[src/rtl/fibonacci_binary_pkg.sv]
// fibonacci_binary_pkg: widths, limits and FSM states shared by the Fibonacci-to-binary converter
package fibonacci_binary_pkg;
   localparam int FIB_W = 32;
   localparam int BIN_W = 16;
   localparam int ACC_W = 24;
   localparam int CNT_W = $clog2(FIB_W);
   localparam logic [ACC_W-1:0] BIN_MAX = ACC_W'(65535);
   typedef enum logic [1:0] {IDLE, RUN, DONE} state_t;
endpackage

[src/rtl/fibonacci_binary_if.sv]
// fibonacci_binary_if: start/code request and result bundle of the Fibonacci-to-binary converter
interface fibonacci_binary_if import fibonacci_binary_pkg::*; ();
   logic             begin_f_b;
   logic [FIB_W-1:0] input_fibonacci;
   logic [BIN_W-1:0] binary_out;
   logic             convert_done;
   logic             error;
   logic             overflow;
   modport master (output begin_f_b, output input_fibonacci, input binary_out, input convert_done, input error, input overflow);
   modport slave (input begin_f_b, input input_fibonacci, output binary_out, output convert_done, output error, output overflow);
endinterface

[src/rtl/fibonacci_binary_weight_gen.sv]
// fib_weight_gen: Fibonacci weight pair, loaded with (1,2) and advanced one weight per step
module fib_weight_gen import fibonacci_binary_pkg::*; (
   input  logic             clk,
   input  logic             rst,
   input  logic             load,
   input  logic             advance,
   output logic [ACC_W-1:0] w_cur
);
   logic [ACC_W-1:0] w_next;
   // w_next after the final step is never used, so its wrap is harmless
   always_ff @(posedge clk or posedge rst)
      if (rst) begin
         w_cur  <= '0;
         w_next <= '0;
      end else if (load) begin
         w_cur  <= ACC_W'(1);
         w_next <= ACC_W'(2);
      end else if (advance) begin
         w_cur  <= w_next;
         w_next <= w_cur + w_next;
      end
endmodule

[src/rtl/fibonacci_binary.sv]
// fibonacci_binary: bit-serial Zeckendorf-to-binary converter with adjacency error and 16-bit saturation
module fibonacci_binary import fibonacci_binary_pkg::*; (
   input logic               clk,
   input logic               rst,
   fibonacci_binary_if.slave bus
);
   state_t           state, state_nx;
   logic [FIB_W-1:0] sr;
   logic [ACC_W-1:0] acc, w_cur;
   logic [CNT_W-1:0] cnt;
   logic             prev, err_acc, start, run;
   logic [BIN_W-1:0] bin_q;
   logic             done_q, err_q, ovf_q;
   assign start = state == IDLE && bus.begin_f_b;
   assign run   = state == RUN;
   fib_weight_gen u_weight (
      .clk     (clk),
      .rst     (rst),
      .load    (start),
      .advance (run),
      .w_cur   (w_cur)
   );
   always_ff @(posedge clk or posedge rst)
      if (rst) state <= IDLE;
      else state <= state_nx;
   always_comb begin
      state_nx = state;
      unique case (state)
         IDLE:    state_nx = bus.begin_f_b ? RUN : IDLE;
         RUN:     state_nx = cnt == CNT_W'(FIB_W - 1) ? DONE : RUN;
         DONE:    state_nx = IDLE;
         default: state_nx = IDLE;
      endcase
   end
   // non-standard codes are still summed; the adjacency only raises error
   always_ff @(posedge clk or posedge rst)
      if (rst) begin
         sr      <= '0;
         acc     <= '0;
         cnt     <= '0;
         prev    <= 1'b0;
         err_acc <= 1'b0;
      end else if (start) begin
         sr      <= bus.input_fibonacci;
         acc     <= '0;
         cnt     <= '0;
         prev    <= 1'b0;
         err_acc <= 1'b0;
      end else if (run) begin
         sr      <= sr >> 1;
         acc     <= sr[0] ? acc + w_cur : acc;
         cnt     <= cnt + 1'b1;
         prev    <= sr[0];
         err_acc <= err_acc | (sr[0] & prev);
      end
   // results hold between conversions and only update on DONE
   always_ff @(posedge clk or posedge rst)
      if (rst) begin
         bin_q  <= '0;
         done_q <= 1'b0;
         err_q  <= 1'b0;
         ovf_q  <= 1'b0;
      end else begin
         done_q <= state == DONE;
         if (state == DONE) begin
            bin_q <= acc > BIN_MAX ? '1 : acc[BIN_W-1:0];
            ovf_q <= acc > BIN_MAX;
            err_q <= err_acc;
         end
      end
   assign bus.binary_out   = bin_q;
   assign bus.convert_done = done_q;
   assign bus.error        = err_q;
   assign bus.overflow     = ovf_q;
endmodule

[src/flat_wrapper.sv]
// flat-port wrapper written by rule: the top's interface ports become plain ports
module fibonacci_binary_flat import fibonacci_binary_pkg::*;
  (clk, rst, bus_begin_f_b, bus_input_fibonacci, bus_binary_out, bus_convert_done, bus_error, bus_overflow);
  fibonacci_binary_if bus_i ();
  input logic clk;
  input logic rst;
  input wire logic [$bits(bus_i.begin_f_b)-1:0] bus_begin_f_b;
  input wire logic [$bits(bus_i.input_fibonacci)-1:0] bus_input_fibonacci;
  output wire logic [$bits(bus_i.binary_out)-1:0] bus_binary_out;
  output wire logic [$bits(bus_i.convert_done)-1:0] bus_convert_done;
  output wire logic [$bits(bus_i.error)-1:0] bus_error;
  output wire logic [$bits(bus_i.overflow)-1:0] bus_overflow;
  assign bus_i.begin_f_b = bus_begin_f_b;
  assign bus_i.input_fibonacci = bus_input_fibonacci;
  assign bus_binary_out = bus_i.binary_out;
  assign bus_convert_done = bus_i.convert_done;
  assign bus_error = bus_i.error;
  assign bus_overflow = bus_i.overflow;
  fibonacci_binary u_core (.clk(clk), .rst(rst), .bus(bus_i));
endmodule
[config.mk]
export PLATFORM = sky130hd
export DESIGN_NAME = fibonacci_binary_flat
export DESIGN_NICKNAME = d
export VERILOG_FILES = /design/src/rtl/fibonacci_binary_pkg.sv /design/src/rtl/fibonacci_binary_if.sv /design/src/rtl/fibonacci_binary_weight_gen.sv /design/src/rtl/fibonacci_binary.sv /design/src/flat_wrapper.sv
export SDC_FILE = /design/constraint.sdc
export NUM_CORES = 1
export LEC_CHECK = 0
export CORE_UTILIZATION = 53
export DETAILED_ROUTE_END_ITERATION = 7
export GPL_TIMING_DRIVEN = 1
export PLACE_DENSITY = 0.8
export SLEW_MARGIN = 10
export SYNTH_ARGS = -nofsm -noshare
export SYNTH_HDL_FRONTEND = slang
export SYNTH_SLANG_ARGS = --single-unit
[constraint.sdc]
create_clock -name clk -period 5 [get_ports clk]
set_input_delay 1.25 -clock clk [delete_from_list [all_inputs] [get_ports clk]]
set_output_delay 1.25 -clock clk [all_outputs]
set_load 0.02 [all_outputs]
* Word-level counts from Yosys, hierarchy flattened
Cells that the tools add are included.
** Storage, ports and cells
- Flip-flop bits (word level) :: 132
- Bits in latches :: 0
- RAM bits :: 0
- Memory bits (read-only) :: 0
- Input bits :: 35
- Output and inout port bits :: 19
- Logic and storage cells :: 45
- Memories kept :: 0
** Cells by class
- $add $sub $neg :: 3
- Multipliers :: 0
- Divide/modulo/power cells :: 0
- Magnitude comparators :: 1
- Eq/ne operators :: 3
- Shift-type cells :: 0
- Muxes and demuxes :: 19
- Bitwise gates (word level) :: 2
- Reduce and logical (&&, ||, !) cells :: 5
** Operator list (number)
- 24-bit 2-to-1 mux :: 7
- 32-bit 2-to-1 mux :: 2
- 24-bit adder :: 2
- 24-bit by 16-bit > comparator with 1-bit output (second input constant) :: 1
- 16-bit 2-to-1 mux :: 1
- 5-bit 2-to-1 mux :: 2
- 5-bit by 1-bit adder with 5-bit output (second input constant) :: 1
- 5-bit == test (second input constant) :: 1
- 1-bit 2-to-1 mux :: 5
- 2-bit case mux with 2 select lines :: 1
- 2-bit nonzero test :: 2
- 2-bit by 1-bit == test with 1-bit output (second input constant) :: 1
- 2-bit == test (second input constant) :: 1
- 2-bit logical NOT :: 1
- 2-bit 2-to-1 mux :: 1
- 2-bit AND reduction :: 1
- 1-bit AND :: 1
- 1-bit logical AND :: 1
- 1-bit OR :: 1

* Depth between registers and ports, before layout
- Depth in word-level cells :: 4
- Mapped depth :: 11
- Mapped depth without buffers :: 11

* Cells and area by module
From an unflattened synthesis, not the netlist that was laid out.
** Second synthesis, totals
- Cells, all modules :: 787
- Area, all modules :: 7587.3 µm²
** Modules (own cells, without submodules)
- fibonacci_binary :: times used 1, cells each 464, area an instance 4506.8 µm², sequential area each 2102.0 µm²
- fib_weight_gen :: times used 1, cells each 323, area an instance 3080.5 µm², sequential area each 1201.2 µm²

* Least setup slack after synthesis
Ideal clock, no wire load.
- Path type :: reg2reg
- Start point :: reg u_core.u_weight.w_cur[5]
- End point :: reg u_core.u_weight.w_next[22]
- Setup time :: 122 ps
- Arrival :: 2300 ps
- Path slack :: 2579 ps
- Stages on the path, launching flop included :: 10
- Period minus slack after synthesis :: 2421 ps
- Cells stage by stage :: dfrtp_1 > ha_1 > or4_1 > o211ai_1 > a21o_1 > a21oi_2 > o21ai_2 > nor4_1 > or3_1 > a32o_1
** Between the ends
- Longest elaborated chain between the ends :: 3
** Ends and longest elaborated chain
- from (decl) :: line fibonacci_binary_weight_gen.sv:7 : output logic [ACC_W-1:0] w_cur
- from (signal assigned) :: line fibonacci_binary_weight_gen.sv:19 : w_cur <= w_next;
- 24-bit adder :: line fibonacci_binary_weight_gen.sv:20 : w_next <= w_cur + w_next;
- 24-bit 2-to-1 mux :: line fibonacci_binary_weight_gen.sv:18 : end else if (advance) begin
- 24-bit 2-to-1 mux :: line fibonacci_binary_weight_gen.sv:15 : end else if (load) begin
- to (signal assigned) :: line fibonacci_binary_weight_gen.sv:20
- to (decl) :: line fibonacci_binary_weight_gen.sv:9 : logic [ACC_W-1:0] w_next;
Every way passes these cells. The select of a mux whose other input is x is not followed.
A chain may end at the register's enable or synchronous reset.

* Worst setup path after layout
- Start point :: reg u_core.state[1]
- End point :: reg u_core.bin_q[5], in the netlist u_core.bus.binary_out[5]
** Between the ends
- Longest elaborated chain between the ends :: 1
** Ends and longest elaborated chain
- from (decl) :: line fibonacci_binary.sv:7 : state_t state, state_nx;
- from (signal assigned) :: line fibonacci_binary.sv:25 : else state <= state_nx;
- 2-bit == test :: line fibonacci_binary.sv:65 : if (state == DONE) begin
- to (signal assigned) :: line fibonacci_binary.sv:66 : bin_q <= acc > BIN_MAX ? '1 : acc[BIN_W-1:0];
- to (decl) :: line fibonacci_binary.sv:12 : logic [BIN_W-1:0] bin_q;
Every way passes these cells.

==> metrics.md <==
| Metric | Value |
|---|---|
| Transition time at the pin with the least slew margin | `1.225 ns` |
| Flop and latch count out of synthesis | `132` |
| Type of element capturing the critical path | `flip-flop` |
| Count of flip-flops with a built-in enable after synthesis | `0` |
| Global-route wire length before repair | `26900 µm` |
| Required arrival time at the worst endpoint | `5.30 ns` |
| Total half-perimeter wirelength after legalization and detailed placement | `11030 µm` |
| Number of top-level pins | `54` |
| Critical path type | `reg2reg` |
| Count of cells along the worst register-to-register path | `5` |
| Run status | `complete, no violations` |
| Number of max-cap violations | `0` |
| Standby leakage power | `between 3 and 4 nW` |
| Average cell area after synthesis | `9.666 µm²` |
| Post-synth net total | `~840` |
| Post-synth ARST share | `100.0%` |
| Core region area | `13300 µm²` |
| TritonCTS clock tree | `yes` |
| Placed Instances | `around 950` |
| Worst Hold Class | `reg2reg` |
| Number of fill cells | `1051` |
| Min Tclk post-route | `3.037 ns` |
| Proportion of layout cells with a drive suffix above 1 | `5.466%` |
| Largest net degree at the start of global routing | `74` |
| Total inserted antenna cells | `0` |
| Non-filler instance count after layout | `981` |
| Insertion delay to the later sink of the worst-skew pair | `roughly 0.42 ns` |
| Post-route setup TNS | `0 ns` |
| Hold bufs inserted after CTS | `0` |
| Total Routed Length | `15750 µm` |
| Syn Std Cell Area | `approximately 7300 µm²` |
| Highest achievable clock rate | `0.3293 GHz` |
| Clock Skews | `0.008777 ns` |
| Top FF cell, synth | `dfrtp_1` |
| Final Cycle Share | `60.74%` |
| Maximum vdd ir drop | `roughly 0.32 mV` |
| Reg-to-Reg Start | `u_core.state[1]` |
| Total congestion overflow after global routing | `0` |
| Clock tree root buffer cell | `clkbuf_16` |
| Number of design rule violations left after detail routing | `0` |
| Cells after Synth | `approximately 750` |
| RSZ-0062 raised after global routing | `false` |
| Maximum clock path buffer count | `2` |
| FF+latch area | `3303 µm²` |
| Register-to-register setup slack | `1.96 ns` |
| Count of endpoints failing setup in the final report | `0` |
| Clock slew at the register clock pins of the worst setup and hold paths | `0.05 ns` |
| Number of clock buffers inserted by TritonCTS | `17` |
| Detailed-routing iteration count for the pre-antenna-repair pass | `5` |
| RePlAce Congestion | `0.9194` |
| Count of different cell masters after synthesis | `58` |
| Power per Cell Area | `roughly 780 nW/µm²` |
| Die Width | `119.2 µm` |
| Sequential-to-total area share from yosys stat | `45.38%` |
| Post-CTS sizing | `0` |
| Synth Warn # | `0` |
| Die height | `119.2 µm` |
| WL/cell | `16.06 µm` |
| Clock H-tree levels | `4` |
| Multi-input gate area in the final layout | `3787 µm²` |
| Maximum fanout along the worst path | `37` |
| Area of the die | `14210 µm²` |
| Cell Rows | `42` |
| Count of buffers inserted at the top-level ports | `53` |
| Capturing instance or port of the critical path | `u_core.bus.binary_out[5]` |
| Clock sinks | `roughly 130` |
| Signal arrival time at the worst endpoint | `3.33 ns` |
| Area growth syn-to-layout | `17.07%` |
| Post-layout worst setup margin | `1.963 ns` |
| Number of buffers inserted by post-CTS setup repair | `0` |
| Global routing usage summed across all routing layers | `23.62%` |
| Number of cells on the worst hold path | `2` |
| Post-detailed-route via-to-cell ratio | `6.030` |
| Number of global-route vias before repair | `about 5700` |
| Count of pins over their slew limit | `0` |
| Post-route ant nets | `0` |
| Pre-CTS setup slack | `1.597 ns` |
| Slew margin rel. | `17.97%` |
| FF-to-FF End | `u_core.bus.binary_out[5]` |
| Crit path launch type | `flip-flop` |
| Initial cell density of the core | `54.74%` |
| Detailed Route Iter0 Violations | `544` |
| Antenna violations before repair | `0` |
| Final count of hold timing violations | `0` |
| Total number of vias | `5915` |
| Origin of the worst setup path | `u_core.state[1]` |
| Final layout net count | `880` |
## critical path, stage by stage, from the launching register on
cell      delay (ns)
dfrtp_1         1.01
clkinv_1        0.56
nor2_1          0.20
buf_4           0.26
nand3_1         0.50
o22a_1          0.36
## per-stage QoR
stage | utilization, % | hold WS [ns] | area [µm²] | power [mW]
finish | 64.09 | 0.4824 | 8521 | 6.611
CTS | 64.09 | 0.4861 | 8521 | 6.605
detailed placement | 59.97 | 0.4740 | 7973 | 5.389
floorplan | - | 0.4474 | 7278 | 4.626
global placement | 59.97 | 0.4620 | 7973 | 5.176
global route | 64.09 | 0.5032 | 8521 | 7.149
## cell families after synthesis
logic type	count (synthesis)	share of synthesized area, %
buf+inv	54	2.802
mux	2	0.2922
fa+ha+maj	50	8.802
flops	132	45.38
xor+xnor	31	3.730
compound gates	293	27.06
simple gates	191	11.93
## where the power goes
part	switching, mW	internal, mW
combinational	1.90	1.58
sequential	0.407	1.55
clock	0.426	0.747
## Yosys cell counts (3+ instances only)
| master | instances | area, µm² |
|---|---|---|
| dfrtp_1 | 132 | 3303 |
| nand2_1 | 102 | 382.9 |
| o21ai_0 | 89 | 445.4 |
| ha_1 | 48 | 600.6 |
| a21oi_1 | 36 | 180.2 |
| clkbuf_1 | 34 | 127.6 |
| a22oi_1 | 31 | 232.7 |
| a22o_1 | 29 | 254.0 |
| nor2_1 | 27 | 101.4 |
| a21o_1 | 21 | 157.7 |
| xor2_1 | 17 | 148.9 |
| inv_1 | 16 | 60.06 |
| o22a_1 | 16 | 140.1 |
| xnor2_1 | 14 | 122.6 |
| o21a_1 | 11 | 82.58 |
| nand2b_1 | 10 | 62.56 |
| nand3_1 | 10 | 50.05 |
| a31oi_1 | 9 | 56.30 |
| nor3_1 | 8 | 40.04 |
| a32o_1 | 7 | 70.07 |
| and3_1 | 7 | 43.79 |
| a211oi_1 | 6 | 45.04 |
| nor2b_1 | 6 | 37.54 |
| o211ai_1 | 6 | 45.04 |
| o31ai_1 | 6 | 45.04 |
| or3_1 | 6 | 37.54 |
| nor4_1 | 4 | 25.02 |
| o21bai_1 | 4 | 30.03 |
| o21ai_1 | 3 | 15.01 |
## placed cells by master, fill, tap and decap left out, types with 17 or more instances in the layout
cell,n
nor2_1,26
clkbuf_16,17
a22o_1,29
ha_1,48
clkdlybuf4s50_1,53
nand2_1,102
a22oi_1,31
dfrtp_1,132
xor2_1,17
o21ai_0,89
a21oi_1,36
a21o_1,21
## cell type report
class                      instances  area share [%]
timing repair buffer              60           6.990
multi-input combinational        567           44.45
tap                              176           2.584
clock buffer                      23           5.492
inverter                          17          0.7783
sequential                       132           38.77
clock inverter                     6          0.9398
## per-layer routing
metal | GRT usage, % | part of all wire, % | up-vias
met3 | 4.646 | 4.2 | 22
met5 | 0 | 0 | -
li1 | - | - | 2877
met4 | 9.731 | 1.5 | 0
met1 | 31.29 | 46 | 2857
met2 | 37.94 | 48 | 159
## state kept, by name, summed over array words and instances (netlist names), 2 cells and up
| signal | count |
|---|---|
| u_core.sr | 32 |
| u_core.acc | 24 |
| u_core.u_weight.w_cur | 24 |
| u_core.u_weight.w_next | 24 |
| u_core.bus.binary_out | 16 |
| u_core.cnt | 5 |
| u_core.state | 2 |
## how the worst min path moves through the flow
stage,startpoint,to,slack [ns]
after CTS,u_core.sr[6],u_core.sr[6],0.49
after global placement,u_core.sr[4],u_core.sr[4],0.46
after floorplan,u_core.prev,u_core.prev,0.45
final,u_core.sr[11],u_core.sr[11],0.48
after global routing,u_core.sr[3],u_core.sr[3],0.50
after detailed placement,u_core.sr[6],u_core.sr[6],0.47
Note: power is estimated with default switching activity, not from simulation.
